[src/rtl/div_ctrl_pkg.sv]
// Shared divide-op encodings, controller state encoding and small op-decode helpers.
package div_ctrl_pkg;

  typedef enum logic [1:0] {
    OP_DIV  = 2'b00,
    OP_DIVU = 2'b01,
    OP_REM  = 2'b10,
    OP_REMU = 2'b11
  } div_op_e;

  typedef enum logic [2:0] {
    S_IDLE,
    S_START,
    S_WAIT,
    S_DRAIN,
    S_RESP
  } div_state_e;

  function automatic logic op_is_signed(input logic [1:0] op);
    return (op == OP_DIV) || (op == OP_REM);
  endfunction

  function automatic logic op_is_rem(input logic [1:0] op);
    return (op == OP_REM) || (op == OP_REMU);
  endfunction

endpackage

[src/rtl/div_special_detect.sv]
// Combinational detection of divide-by-zero and signed overflow with their fixed results.
module div_special_detect
  import div_ctrl_pkg::*;
#(
  parameter int unsigned XLEN = 32
) (
  input  logic [1:0]      i_op,
  input  logic            i_word,
  input  logic [XLEN-1:0] i_a,
  input  logic [XLEN-1:0] i_b,
  output logic            o_is_special,
  output logic [XLEN-1:0] o_special_result
);

  localparam logic [XLEN-1:0] MIN_NEG = {1'b1, {(XLEN-1){1'b0}}};

  logic            w_b_zero;
  logic            w_a_min;
  logic            w_b_neg1;
  logic            w_ovf;
  logic [XLEN-1:0] w_raw;

  // Classify operands (low word only for W-ops) and pick the architectural result.
  always_comb begin
    w_b_zero     = i_word ? (i_b[31:0] == '0) : (i_b == '0);
    w_a_min      = i_word ? (i_a[31:0] == 32'h8000_0000) : (i_a == MIN_NEG);
    w_b_neg1     = i_word ? (i_b[31:0] == '1) : (i_b == '1);
    w_ovf        = op_is_signed(i_op) && w_a_min && w_b_neg1;
    o_is_special = w_b_zero || w_ovf;
    w_raw        = '0;
    if (w_b_zero) begin
      w_raw = op_is_rem(i_op) ? i_a : '1;
    end else if (w_ovf) begin
      w_raw = op_is_rem(i_op) ? '0 : i_a;
    end
  end

  // W-op results are sign-extended from bit 31; only meaningful on a wide datapath.
  generate
    if (XLEN > 32) begin : g_wide
      assign o_special_result = i_word ? {{(XLEN-32){w_raw[31]}}, w_raw[31:0]} : w_raw;
    end else begin : g_narrow
      assign o_special_result = w_raw;
    end
  endgenerate

endmodule

[src/rtl/div_ctrl.sv]
// Sequencer between the EX-stage M-extension request port and the multi-cycle div_unit.
module div_ctrl
  import div_ctrl_pkg::*;
#(
  parameter int unsigned XLEN     = 32,
  parameter int unsigned TAG_W    = 5,
  parameter int unsigned CACHE_EN = 1
) (
  input  logic             clk,
  input  logic             reset,
  input  logic             flush,
  input  logic             req_valid,
  output logic             req_ready,
  input  logic [1:0]       req_op,
  input  logic             req_word,
  input  logic [XLEN-1:0]  req_a,
  input  logic [XLEN-1:0]  req_b,
  input  logic [TAG_W-1:0] req_tag,
  output logic             rsp_valid,
  input  logic             rsp_ready,
  output logic [XLEN-1:0]  rsp_result,
  output logic [TAG_W-1:0] rsp_tag,
  output logic             busy,
  output logic             div_start,
  output logic [1:0]       div_op,
  output logic             div_is_word,
  output logic [XLEN-1:0]  div_dividend,
  output logic [XLEN-1:0]  div_divisor,
  input  logic             div_busy,
  input  logic             div_ready,
  input  logic [XLEN-1:0]  div_result
);

  div_state_e       r_state;
  div_state_e       w_next;
  logic [1:0]       r_op;
  logic             r_word;
  logic [XLEN-1:0]  r_a;
  logic [XLEN-1:0]  r_b;
  logic [TAG_W-1:0] r_tag;
  logic [XLEN-1:0]  r_result;

  logic             r_c_valid;
  logic [1:0]       r_c_op;
  logic             r_c_word;
  logic [XLEN-1:0]  r_c_a;
  logic [XLEN-1:0]  r_c_b;
  logic [XLEN-1:0]  r_c_result;

  logic             w_req_word;
  logic             w_accept;
  logic             w_hit;
  logic             w_is_special;
  logic [XLEN-1:0]  w_special_result;
  logic [XLEN-1:0]  w_div_res_ext;
  logic             w_div_start;
  logic             w_div_done;

  assign w_req_word = (XLEN == 64) ? req_word : 1'b0;
  assign w_accept   = (r_state == S_IDLE) && req_valid && !flush;
  assign w_hit      = (CACHE_EN != 0) && r_c_valid && (r_c_op == req_op) &&
                      (r_c_word == w_req_word) && (r_c_a == req_a) && (r_c_b == req_b);
  assign w_div_done = (r_state == S_WAIT) && div_ready && !flush;

  div_special_detect #(.XLEN(XLEN)) u_special (
    .i_op             (req_op),
    .i_word           (w_req_word),
    .i_a              (req_a),
    .i_b              (req_b),
    .o_is_special     (w_is_special),
    .o_special_result (w_special_result)
  );

  generate
    if (XLEN > 32) begin : g_wide
      assign w_div_res_ext = r_word ? {{(XLEN-32){div_result[31]}}, div_result[31:0]} : div_result;
    end else begin : g_narrow
      assign w_div_res_ext = div_result;
    end
  endgenerate

  // Next-state and start-pulse decode.
  always_comb begin
    w_next      = r_state;
    w_div_start = 1'b0;
    unique case (r_state)
      S_IDLE: begin
        if (w_accept) w_next = (w_is_special || w_hit) ? S_RESP : S_START;
      end
      S_START: begin
        if (flush) begin
          w_next = S_IDLE;
        end else if (!div_busy) begin
          w_div_start = 1'b1;
          w_next      = S_WAIT;
        end
      end
      S_WAIT: begin
        // A result arriving with the flush is simply discarded; no drain needed.
        if (flush)          w_next = div_ready ? S_IDLE : S_DRAIN;
        else if (div_ready) w_next = S_RESP;
      end
      S_DRAIN: begin
        if (div_ready) w_next = S_IDLE;
      end
      S_RESP: begin
        if (flush || rsp_ready) w_next = S_IDLE;
      end
      default: w_next = S_IDLE;
    endcase
  end

  // State, request capture, result latch and one-entry result cache.
  always_ff @(posedge clk) begin
    if (reset) begin
      r_state    <= S_IDLE;
      r_op       <= '0;
      r_word     <= 1'b0;
      r_a        <= '0;
      r_b        <= '0;
      r_tag      <= '0;
      r_result   <= '0;
      r_c_valid  <= 1'b0;
      r_c_op     <= '0;
      r_c_word   <= 1'b0;
      r_c_a      <= '0;
      r_c_b      <= '0;
      r_c_result <= '0;
    end else begin
      r_state <= w_next;
      if (w_accept) begin
        r_op   <= req_op;
        r_word <= w_req_word;
        r_a    <= req_a;
        r_b    <= req_b;
        r_tag  <= req_tag;
        if (w_is_special) r_result <= w_special_result;
        else if (w_hit)   r_result <= r_c_result;
      end
      if (w_div_done) begin
        r_result   <= w_div_res_ext;
        r_c_valid  <= 1'b1;
        r_c_op     <= r_op;
        r_c_word   <= r_word;
        r_c_a      <= r_a;
        r_c_b      <= r_b;
        r_c_result <= w_div_res_ext;
      end
    end
  end

  assign req_ready    = (r_state == S_IDLE);
  assign busy         = (r_state != S_IDLE);
  assign rsp_valid    = (r_state == S_RESP);
  assign rsp_result   = r_result;
  assign rsp_tag      = r_tag;
  assign div_start    = w_div_start;
  assign div_op       = r_op;
  assign div_is_word  = r_word;
  assign div_dividend = r_a;
  assign div_divisor  = r_b;

endmodule
[config.mk]
export PLATFORM = sky130hd
export DESIGN_NAME = div_ctrl
export DESIGN_NICKNAME = d
export VERILOG_FILES = /design/src/rtl/div_ctrl_pkg.sv /design/src/rtl/div_special_detect.sv /design/src/rtl/div_ctrl.sv
export SDC_FILE = /design/constraint.sdc
export NUM_CORES = 1
export LEC_CHECK = 0
export ABC_CLOCK_PERIOD_IN_PS = 4400
export CAP_MARGIN = 15
export CORE_MARGIN = 2
export CORE_UTILIZATION = 30
export DETAILED_ROUTE_END_ITERATION = 10
export DONT_BUFFER_PORTS = 1
export SLEW_MARGIN = 20
export SYNTH_ARGS = -nofsm -noshare
export SYNTH_HDL_FRONTEND = slang
export SYNTH_SLANG_ARGS = --single-unit
[constraint.sdc]
create_clock -name clk -period 4.4 [get_ports clk]
set_input_delay 0 -clock clk [delete_from_list [all_inputs] [get_ports clk]]
set_output_delay 0 -clock clk [all_outputs]
set_load 0.005 [all_outputs]
==> results of run 1 <==
==> cell usage after synthesis (4+ instances only) <==
master    count
xnor2_1      45
nand2b_1      7
mux2_4       29
a2111o_1      5
a21oi_1     173
buf_2         4
a31oi_1      32
buf_6         4
inv_1        13
o221ai_1      4
nand4_1      17
nor2_1       36
nor2b_1      79
dfxtp_1     205
clkbuf_1     61
nor4_1       21
buf_1         8
o21ai_0      32
nand2_1     348
==> final cells by class <==
class	count	area, um2	area share
clock buffer	37	773	0.0666
clock inverter	10	113	0.00969
inverter	13	48.8	0.00420
multi-input combinational	869	4720	0.407
sequential	205	4100	0.353
tap	396	495	0.0426
timing repair buffer	136	1360	0.117
==> final timing paths <==
path	to	slack (ps)	cells past startpoint
worst max register to register	rsp_result[4]	1440	8
worst min-delay path	rsp_result[2]	20	5
worst min register to register	r_c_result[22]	450	2
worst max-delay path	rsp_result[4]	1440	8
==> worst reg2reg max path: cells and delay by family, from the launching register on <==
kind	cells	cell delay, ps
and+or+nand+nor	4	1380
DFF	1	480
buffers and inverters	1	330
muxes	1	310
AOI/OAI and AO/OA	2	350
==> routing by layer <==
| layer | vias up | GRT usage |
|---|---|---|
| met1 | 4072 | 0.269 |
| met2 | 354 | 0.311 |
| met4 | 0 | 0.0670 |
| met5 | - | 0 |
| li1 | 4102 | - |
| met3 | 68 | 0.0658 |
==> state kept, by name (all words and copies together), names as in the netlist <==
signal	flops
r_c_b	32
r_c_result	32
div_op	2
r_c_op	2
div_divisor	32
r_state	3
r_c_a	32
rsp_result	32
r_c_valid	1
rsp_tag	5
div_dividend	32
==> through the flow <==
stage                     hold WS [ps]  setup WS [ps]  area [um2]
final                             20.3           1440       11600
after global routing              32.3           1140       11600
after CTS                         2.41           1430       11600
after detailed placement          37.0           1500        9420
after global placement            37.8           1490        9420
after floorplan                   34.1           2350        9240
==> cell usage in the layout, fill, tap and decap left out, types with 4 or more instances in the layout <==
cell type | netlist | routed
buf_4 | 2 | 7
clkbuf_1 | 61 | 4
a31oi_1 | 32 | 32
a2111o_1 | 5 | 5
clkbuf_16 | 0 | 27
nand2_1 | 348 | 346
dlygate4sd3_1 | 0 | 128
xnor2_1 | 45 | 45
o21ai_0 | 32 | 32
nor4_1 | 21 | 21
nor2_1 | 36 | 36
clkbuf_8 | 3 | 6
inv_1 | 13 | 13
a21oi_1 | 173 | 173
nand2b_1 | 7 | 7
nor2b_1 | 79 | 79
o221ai_1 | 4 | 4
clkinv_2 | 0 | 5
dfxtp_1 | 205 | 205
mux2_4 | 29 | 29
nand4_1 | 17 | 17
==> report_power, final <==
group / switching, mW / internal [mW] / total, mW
registers: 0.0844 / 1.92 / 2.01
clock network: 0.847 / 1.34 / 2.19
logic: 0.248 / 0.174 / 0.421
==> cell families (layout without fill, tap and decap cells) <==
group,count (synthesis),after routing,synth area share
xor gates and xnor gates,46,46,0.0436
muxes,32,32,0.0508
and+or+nand+nor,531,531,0.259
buffers and inverters,95,196,0.0465
AOI/OAI and AO/OA,259,259,0.156
other,1,1,0.000406
DFF,205,205,0.444
==> summary.txt, run 1 <==
Drt
  • Vias/cell: 5.16
  • DRT Pass-1 Iters: 5
  • Routed length on met3: 3.46 mm
  • Final WL: 33.9 mm
  • Metal-1 WL: roughly 15 mm
  • Routed Antenna Nets: 0
  • DR vias: 8596
  • Top layer reached by signal wires: met4
  • DRC viols: 0
  • Metal2 WL: 14.7 mm
  • Routed wire per std cell: 20.3 um
  • Number of DRC markers in iteration 0: around 630

Layout
  • Ant. Diodes: 0
  • Fill count: 3088
  • Final net count: 1362
  • Non-Filler Instances: 1666
  • Share of post-route cells with drive strength above 1: 0.0724
  • Area Overhead vs Synth: 25.8%
  • Core Util, Final: 0.382

Clock tree
  • Max Root-Sink Buffers: 3
  • Worst-skew pair later-pin latency: 530 ps
  • Post-CTS sizing: 0
  • TritonCTS Buffers: 26
  • H-tree depth: 1
  • Root buffer cell: clkbuf_16
  • CTS tree: built
  • Hold_buf cts: 129
  • Setup Fix Bufs, Post-CTS: 0
  • CTS Sinks: 205
  • Clock transition at the registers of the reported paths: 60 ps

Timing
  • Rel. slew slack: 0.325
  • RSZ-0062 raised after global routing: no
  • Final hold violation count: 0
  • Final setup viols: 0
  • Fin crit period: 2960 ps
  • Slew @ Worst Pin: roughly 1000 ps
  • Clk_skew: roughly 9.8 ps
  • Fin. max-slew vios: 0
  • Fmax: about 340 MHz
  • Setup TNS: 0 ps
  • Period utilization: 0.673

Critical path
  • Crit path buffers/inverters: 1
  • CP max stage delay: roughly 560 ps
  • Crit path from: r_state[1]
  • Startpoint type of the worst setup path: flip-flop
  • CP required: 4810 ps
  • CP Class: flip-flop to flip-flop
  • Crit path DAT: 3370 ps
  • CP Cell Sequence: nor4b_1 > and2_4 > or3_1 > buf_4 > o21ai_0 > a31oi_1 > nor2_1 > mux2_4
  • Crit path capture type: flip-flop
  • Slowest-stage cell, CP: nor4b_1
  • CP max FO: 35
  • Reg2reg start: r_state[1]
  • Delay-heaviest family, CP: simple AND/OR/NAND/NOR gates

GRT
  • Largest net degree at the start of global routing: between 200 and 250
  • Gr ovfl total: 0
  • First-pass GRT wire length: 51.4 mm
  • GRT Util Overall: 0.203
  • Initial antenna violation count: 1
  • Number of global-route vias before repair: 8173

Logic synthesis
  • Synth area leader: dfxtp_1
  • Synthesized instance count: 1169
  • Syn_area_per_cell: 7.90 um2
  • Mapped Nets: 1280
  • Async SR Flop Fraction: 0
  • Synth top area cells: dfxtp_1 44%, nand2_1 14%, a21oi_1 9.4%
  • EDFF count, synth: 0
  • Post-synth cell types: 49
  • Syn Std Cell Area: about 9200 um2
  • Area share of the largest cell type after synthesis: 0.444
  • Synthesis Warnings: 0
  • Register area share after synthesis: 0.444
  • #FFs+latches synth: around 210
  • Top_reg_cell synth: dfxtp_1

Run
  • Max Cap Viol: 0

Power and ir drop
  • Pwr dens: 397 nW/um2
  • Total Power: between 4 and 5 mW
  • Worst vdd ir: between 200 and 300 uV
  • Pleak: 3.94 nW

Floorplan
  • Die W: between 150 and 200 um
  • Core Rows: 64
  • Full die area: 32200 um2
  • IO Pins: 219
  • Core box area: a little over 30000 um2
  • Initial core utilization: 0.304
  • DIE HEIGHT: 179 um

Status
  • Outcome: complete, no violations

Placed design
  • DP HPWL: 21.6 mm
  • GP Congestion: 0.885
  • Port Buffer Count: 0
  • Placed Cells: 1490

Hold path
  • Hold path start: req_op[1]
  • Worst min path class: input port to flip-flop
Note: power is estimated with default switching activity, not from simulation.
==> run 2: changes to the inputs <==
ABC_CLOCK_PERIOD_IN_PS = 2600   (was 4400)
clock period = 2.6 ns   (was 4.4 ns; I/O delays follow)
==> run 2 against run 1 <==
Clock-buffer cell count shrank 3. Worst setup slack lost 1400 ps. Final area rose by 6.2%. First-iteration DRC count rose by 3.0%. Largest cell class unchanged. Critical path depth unchanged. Sequential cell count unchanged. Via count up 2.7%. Clock power rose by 65%. Global-route usage up 0.28 points. Total power increased by 68%.
==> summary.txt, run 2 (synthesis results as in run 1) <==
GRT
  • Initial antenna violation count: 0 (-1)
  • First-pass GRT wire length: 52.2 mm (+1.5%)
  • Number of global-route vias before repair: 8729 (+6.8%)
  • Largest net degree at the start of global routing: 149 (-38%)
  • GRT Util Overall: 0.206 (+0.00276)
  • Gr ovfl total: 0 (unchanged)

Critical path
  • CP Class: flip-flop to flip-flop
  • Crit path capture type: flip-flop
  • CP max FO: 3 (-91%)
  • CP required: 3010 ps (-1800 ps)
  • Crit path DAT: 2950 ps (-420 ps)
  • Startpoint type of the worst setup path: flip-flop

Clock tree
  • Worst-skew pair later-pin latency: 530 ps (about the same)
  • CTS Sinks: 205 (unchanged)
  • Max Root-Sink Buffers: 3 (unchanged)
  • Clock transition at the registers of the reported paths: 60 ps (about the same)
  • Root buffer cell: clkbuf_16
  • Setup Fix Bufs, Post-CTS: 0 (unchanged)
  • H-tree depth: 1 (unchanged)
  • TritonCTS Buffers: 24 (-7.7%)
  • CTS tree: built

Timing
  • Final setup viols: 0 (unchanged)
  • Period utilization: 0.976 (+0.304)
  • Rel. slew slack: 0.443 (+0.118)
  • Fin crit period: 2540 ps (-421 ps)
  • RSZ-0062 raised after global routing: no
  • Fin. max-slew vios: 0 (unchanged)
  • Clk_skew: 9.35 ps (-0.434 ps)
  • Setup TNS: 0 ps (unchanged)
  • Fmax: 394 MHz (+17%)
  • Slew @ Worst Pin: 836 ps (-176 ps)
  • Final hold violation count: 0 (unchanged)
  • Hold_ws: 11.0 ps (-9.31 ps)

Floorplan
  • IO Pins: 219 (unchanged)
  • Core box area: 30400 um2 (unchanged)
  • Full die area: 32200 um2 (unchanged)
  • DIE HEIGHT: 179 um (unchanged)
  • Core Rows: 64 (unchanged)
  • Die W: 179 um (unchanged)
  • Initial core utilization: 0.304 (unchanged)

Drt
  • DRC viols: 0 (unchanged)
  • Final WL: 34.8 mm (+2.6%)
  • Number of DRC markers in iteration 0: 650 (+3.0%)
  • DRT Pass-1 Iters: 5 (unchanged)
  • Routed Antenna Nets: 0 (unchanged)
  • DR vias: 8832 (+2.7%)
  • Vias/cell: 5.10 (-1.2%)
  • Routed wire per std cell: 20.1 um (-1.3%)

Hold path
  • Worst min path class: input port to flip-flop

Placed design
  • GP Congestion: 0.893 (+0.88%)
  • DP HPWL: 21.9 mm (+1.1%)
  • Post-place instance area: 9540 um2 (+1.2%)
  • Port Buffer Count: 0 (unchanged)

Power and ir drop
  • Pwr dens: 630 nW/um2 (+59%)
  • Clk pwr share: 0.465 (-0.009)
  • Reg power frac: 0.435 (about the same)
  • Pleak: 4.53 nW (+15%)
  • Sw Pwr: 1.94 mW (+65%)
  • Logic gate share of total power: 0.100 (+0.009)
  • Internal: 5.83 mW (+70%)
  • Worst vdd ir: 379 uV (+42%)
  • Switching Share: 0.250 (-0.00588)

Layout
  • Commonest non-fill, non-tap cell in the layout: nand2_1
  • Most frequent cells in the layout: 346 x nand2_1, 205 x dfxtp_1, 189 x dlygate4sd3_1
  • Fill count: 3050 (-1.2%)
  • Final Cell Area: 12300 um2 (+6.2%)
  • Ant. Diodes: 0 (unchanged)
  • Final net count: 1431 (+5.1%)
  • Share of post-route cells with drive strength above 1: 0.0748 (+0.00235)
  • Area Overhead vs Synth: 33.6%

Status
  • Outcome: complete, no violations

Run
  • Max Cap Viol: 0 (unchanged)
run 2: changes by cell type in the layout (fill, tap and decap cells not counted), moves of 2 or more:
| cell | change |
|---|---|
| buf_12 | +3 |
| buf_4 | +3 |
| buf_6 | +2 |
| dlygate4sd3_1 | +61 |
run 2: repair_timing:
item                                   CTS  global route
setup endpoints to repair                0            41
endpoints found under the hold margin  205             0
hold buffers                           190             0
gates resized for setup                  0             4
run 2: final cells by class:
class	instances	area, um2	area share
inverters	13	48.8	0.00395
clock buffers	34	719	0.0583
clock inverters	9	123	0.00993
repair buffers	207	2130	0.173
multi-input cells	869	4720	0.383
well taps	396	495	0.0401
flip-flops and latches	205	4100	0.332
run 2: worst paths after layout:
check	startpoint	endpoint	slack [ps]	cells past startpoint
setup / recovery	r_c_a[19]	r_state[0]	60	8
hold / removal	reset	r_state[2]	10	2
setup reg to reg	r_c_a[19]	r_state[0]	60	8
hold reg to reg	r_c_a[28]	r_c_a[28]	460	2
run 2: power groups by stage:
stage | sequential (mW) | clock [mW] | combinational (mW)
floorplan | 3.39 | 0 | 0.442
detailed placement | 3.46 | 0 | 0.512
finish | 3.38 | 3.61 | 0.776
global placement | 3.45 | 0 | 0.500
global route | 3.40 | 3.79 | 0.851
CTS | 3.39 | 3.66 | 0.765
run 2: per-stage QoR:
step | worst slack [ps] | power (mW) | util | std cells
after floorplan | 550 | 3.84 | - | 1169
after global placement | 223 | 3.95 | 0.313 | 1499
after detailed placement | 225 | 3.97 | 0.313 | 1499
after CTS | 53.5 | 7.82 | 0.404 | 1732
after global routing | 0.346 | 8.04 | 0.406 | 1733
final | 61.3 | 7.77 | 0.406 | 1733
run 2: routing by layer:
layer,track usage,up-vias,share of wire
li1,-,4222,-
met1,0.257,4171,0.42
met2,0.337,377,0.46
met3,0.0731,62,0.098
met4,0.0540,0,0.024
met5,0,-,0
run 2: critical path, stage by stage (launching register included):
cell,delay (ps)
dfxtp_1,340
nor2b_1,140
a2111o_1,330
nor4_1,370
nand3_1,190
o21ai_4,250
o22ai_1,100
dlygate4sd3_1,560
a2bb2oi_1,130
==> run 3: changes to the inputs <==
PLACE_DENSITY = 0.54   (was unset)
==> run 3 against run 2 <==
Utilization grew 0.20 points. Largest power group unchanged. Via count grew 0.14%. Combinational power grew 2%. Critical endpoint is now r_c_b[4]. Critical path type unchanged. Sequential power is essentially flat.
==> summary.txt, run 3 (synthesis results as in run 1) <==
Drt
  • DRT Pass-1 Iters: 5 (unchanged)
  • DR vias: 8844 (+0.14%)
  • Vias/cell: 5.09 (-0.21%)
  • DRC viols: 0 (unchanged)
  • Routed wire per std cell: 20.2 um (+0.49%)
  • Routed Antenna Nets: 0 (unchanged)
  • Final WL: 35.1 mm (+0.84%)
  • Number of DRC markers in iteration 0: 568 (-13%)

Layout
  • Final net count: 1435 (+0.28%)
  • Commonest non-fill, non-tap cell in the layout: nand2_1
  • Fill count: 3123 (+2.4%)
  • Ant. Diodes: 0 (unchanged)
  • Core Util, Final: 0.408 (+0.00202)
  • Area Overhead vs Synth: 34.3%
  • Final Cell Area: 12400 um2 (+0.50%)
  • Most frequent cells in the layout: 346 x nand2_1, 205 x dfxtp_1, 190 x dlygate4sd3_1
  • Share of post-route cells with drive strength above 1: 0.0737 (-0.00108)

Clock tree
  • Max Root-Sink Buffers: 3 (unchanged)
  • CTS Sinks: 205 (unchanged)
  • Clock transition at the registers of the reported paths: 60 ps (about the same)
  • TritonCTS Buffers: 25 (+4.2%)
  • H-tree depth: 1 (unchanged)
  • Root buffer cell: clkbuf_16
  • Worst-skew pair later-pin latency: 540 ps (about the same)
  • CTS tree: built

Timing
  • Period utilization: 0.950 (-0.0261)
  • Hold_ws: 22.8 ps (+11.8 ps)
  • RSZ-0062 raised after global routing: yes
  • Final setup viols: 0 (unchanged)
  • Clk_skew: 10.7 ps (+1.38 ps)
  • Rel. slew slack: 0.540 (+0.0973)
  • Fmax: 405 MHz (+2.7%)
  • Slew @ Worst Pin: 682 ps (-155 ps)
  • Fin. max-slew vios: 0 (unchanged)
  • Final hold violation count: 0 (unchanged)
  • Fin crit period: 2470 ps (-67.9 ps)

GRT
  • M3 GR Usage: 0.0608 (-0.0124)
  • Initial antenna violation count: 1 (+1)
  • Gr ovfl total: 0 (unchanged)
  • Grt peak-use layer: met2
  • Met2 usage: 0.340 (+0.00307)
  • Number of global-route vias before repair: 8725 (-0.046%)
  • Largest net degree at the start of global routing: 149 (unchanged)
  • First-pass GRT wire length: 53.3 mm (+2.0%)
  • Routing usage on met1: 0.272 (+0.0150)
  • GRT Util Overall: 0.210 (+0.00391)

Critical path
  • Reg2reg start: r_state[2]
  • Startpoint type of the worst setup path: flip-flop
  • CP required: 3020 ps (about the same)
  • Reg2Reg Depth: 7 (-1)
  • Crit path capture type: flip-flop
  • Crit path from: r_state[2]
  • Crit path DAT: 2890 ps (-60 ps)
  • CP max FO: 33 (+30)
  • Crit path capture: r_c_b[4]
  • Worst reg2reg path endpoint: r_c_b[4]
  • CP Class: flip-flop to flip-flop
  • R2R setup slack: 130 ps (+70 ps)

Floorplan
  • Core box area: 30400 um2 (unchanged)
  • Core Rows: 64 (unchanged)
  • DIE HEIGHT: 179 um (unchanged)
  • IO Pins: 219 (unchanged)
  • Die W: 179 um (unchanged)
  • Full die area: 32200 um2 (unchanged)
  • Initial core utilization: 0.304 (unchanged)

Run
  • Max Cap Viol: 0 (unchanged)

Hold path
  • Worst min path class: input port to flip-flop
  • Hold Path Stages: 5 (+3)

Power and ir drop
  • Worst vdd ir: 468 uV (+24%)
  • Pwr dens: 633 nW/um2 (+0.57%)
  • Pleak: 4.57 nW (+0.76%)

Status
  • Outcome: complete, no violations

Placed design
  • Port Buffer Count: 0 (unchanged)
  • DP HPWL: 21.8 mm (-0.20%)
  • GP Congestion: 0.892 (about the same)
  • Post-place instance area: 9580 um2 (+0.42%)
## run 3: cell types whose count changed in the layout (fill, tap and decap cells not counted), sizes merged
cell         previous run  this run
buf                    17        19
clkbuf                 35        37
inv                    13        15
bufinv                  3         4
clkinv                  5         4
clkinvlp                1         0
dlygate4sd3           189       190
## run 3: repair_timing
action	in CTS	in global routing
endpoints found under the setup margin	0	24
hold buffers	191	0
resized for setup	0	5
hold endpoints to repair	205	0
buffers inserted	0	0
## run 3: final cells by class
| class | count | area, um2 | share of cell area |
|---|---|---|---|
| multi-input combinational | 869 | 4720 | 0.380 |
| clock buffer | 36 | 697 | 0.0562 |
| clock inverter | 10 | 158 | 0.0127 |
| sequential | 205 | 4100 | 0.331 |
| timing repair buffer | 210 | 2180 | 0.176 |
| tap | 396 | 495 | 0.0399 |
| inverter | 13 | 48.8 | 0.00393 |
## run 3: through the flow
step	setup WS, ps	setup TNS (ps)	std cells	total power, mW
floorplan	550	0	1169	3.84
global placement	240	0	1501	3.96
detailed placement	271	0	1501	3.98
CTS	18.8	0	1738	7.91
global route	-8.48	-8.48	1739	8.13
finish	129	0	1739	7.86
## run 3: worst max-delay path, stage by stage (launching register included)
cell and delay [ps]:
dfxtp_1 310, nor4b_1 490, buf_4 210, nand2_4 220
buf_4 360, nand2_1 120, a21oi_1 70, dlygate4sd3_1 560
## run 3: how the worst min path moves through the flow
stage,start,end,slack (ps)
finish,div_result[1],rsp_result[1],20
global route,req_op[1],rsp_result[14],40
CTS,req_op[1],rsp_result[0],0.7
global placement,div_busy,div_start,40
floorplan,div_busy,div_start,30
detailed placement,div_busy,div_start,40
## run 3: where the power goes
part           switching (mW)  total, mW  internal [mW]
registers               0.125       3.38           3.25
logic                   0.420      0.794          0.375
clock network            1.42       3.68           2.26
## run 3: metal layers
metal	up-vias	share of wire	routed length (um)
met3	55	0.090	3160
met1	4197	0.43	14900
li1	4254	-	-
met4	0	0.028	989
met2	338	0.46	16000
met5	-	0	0
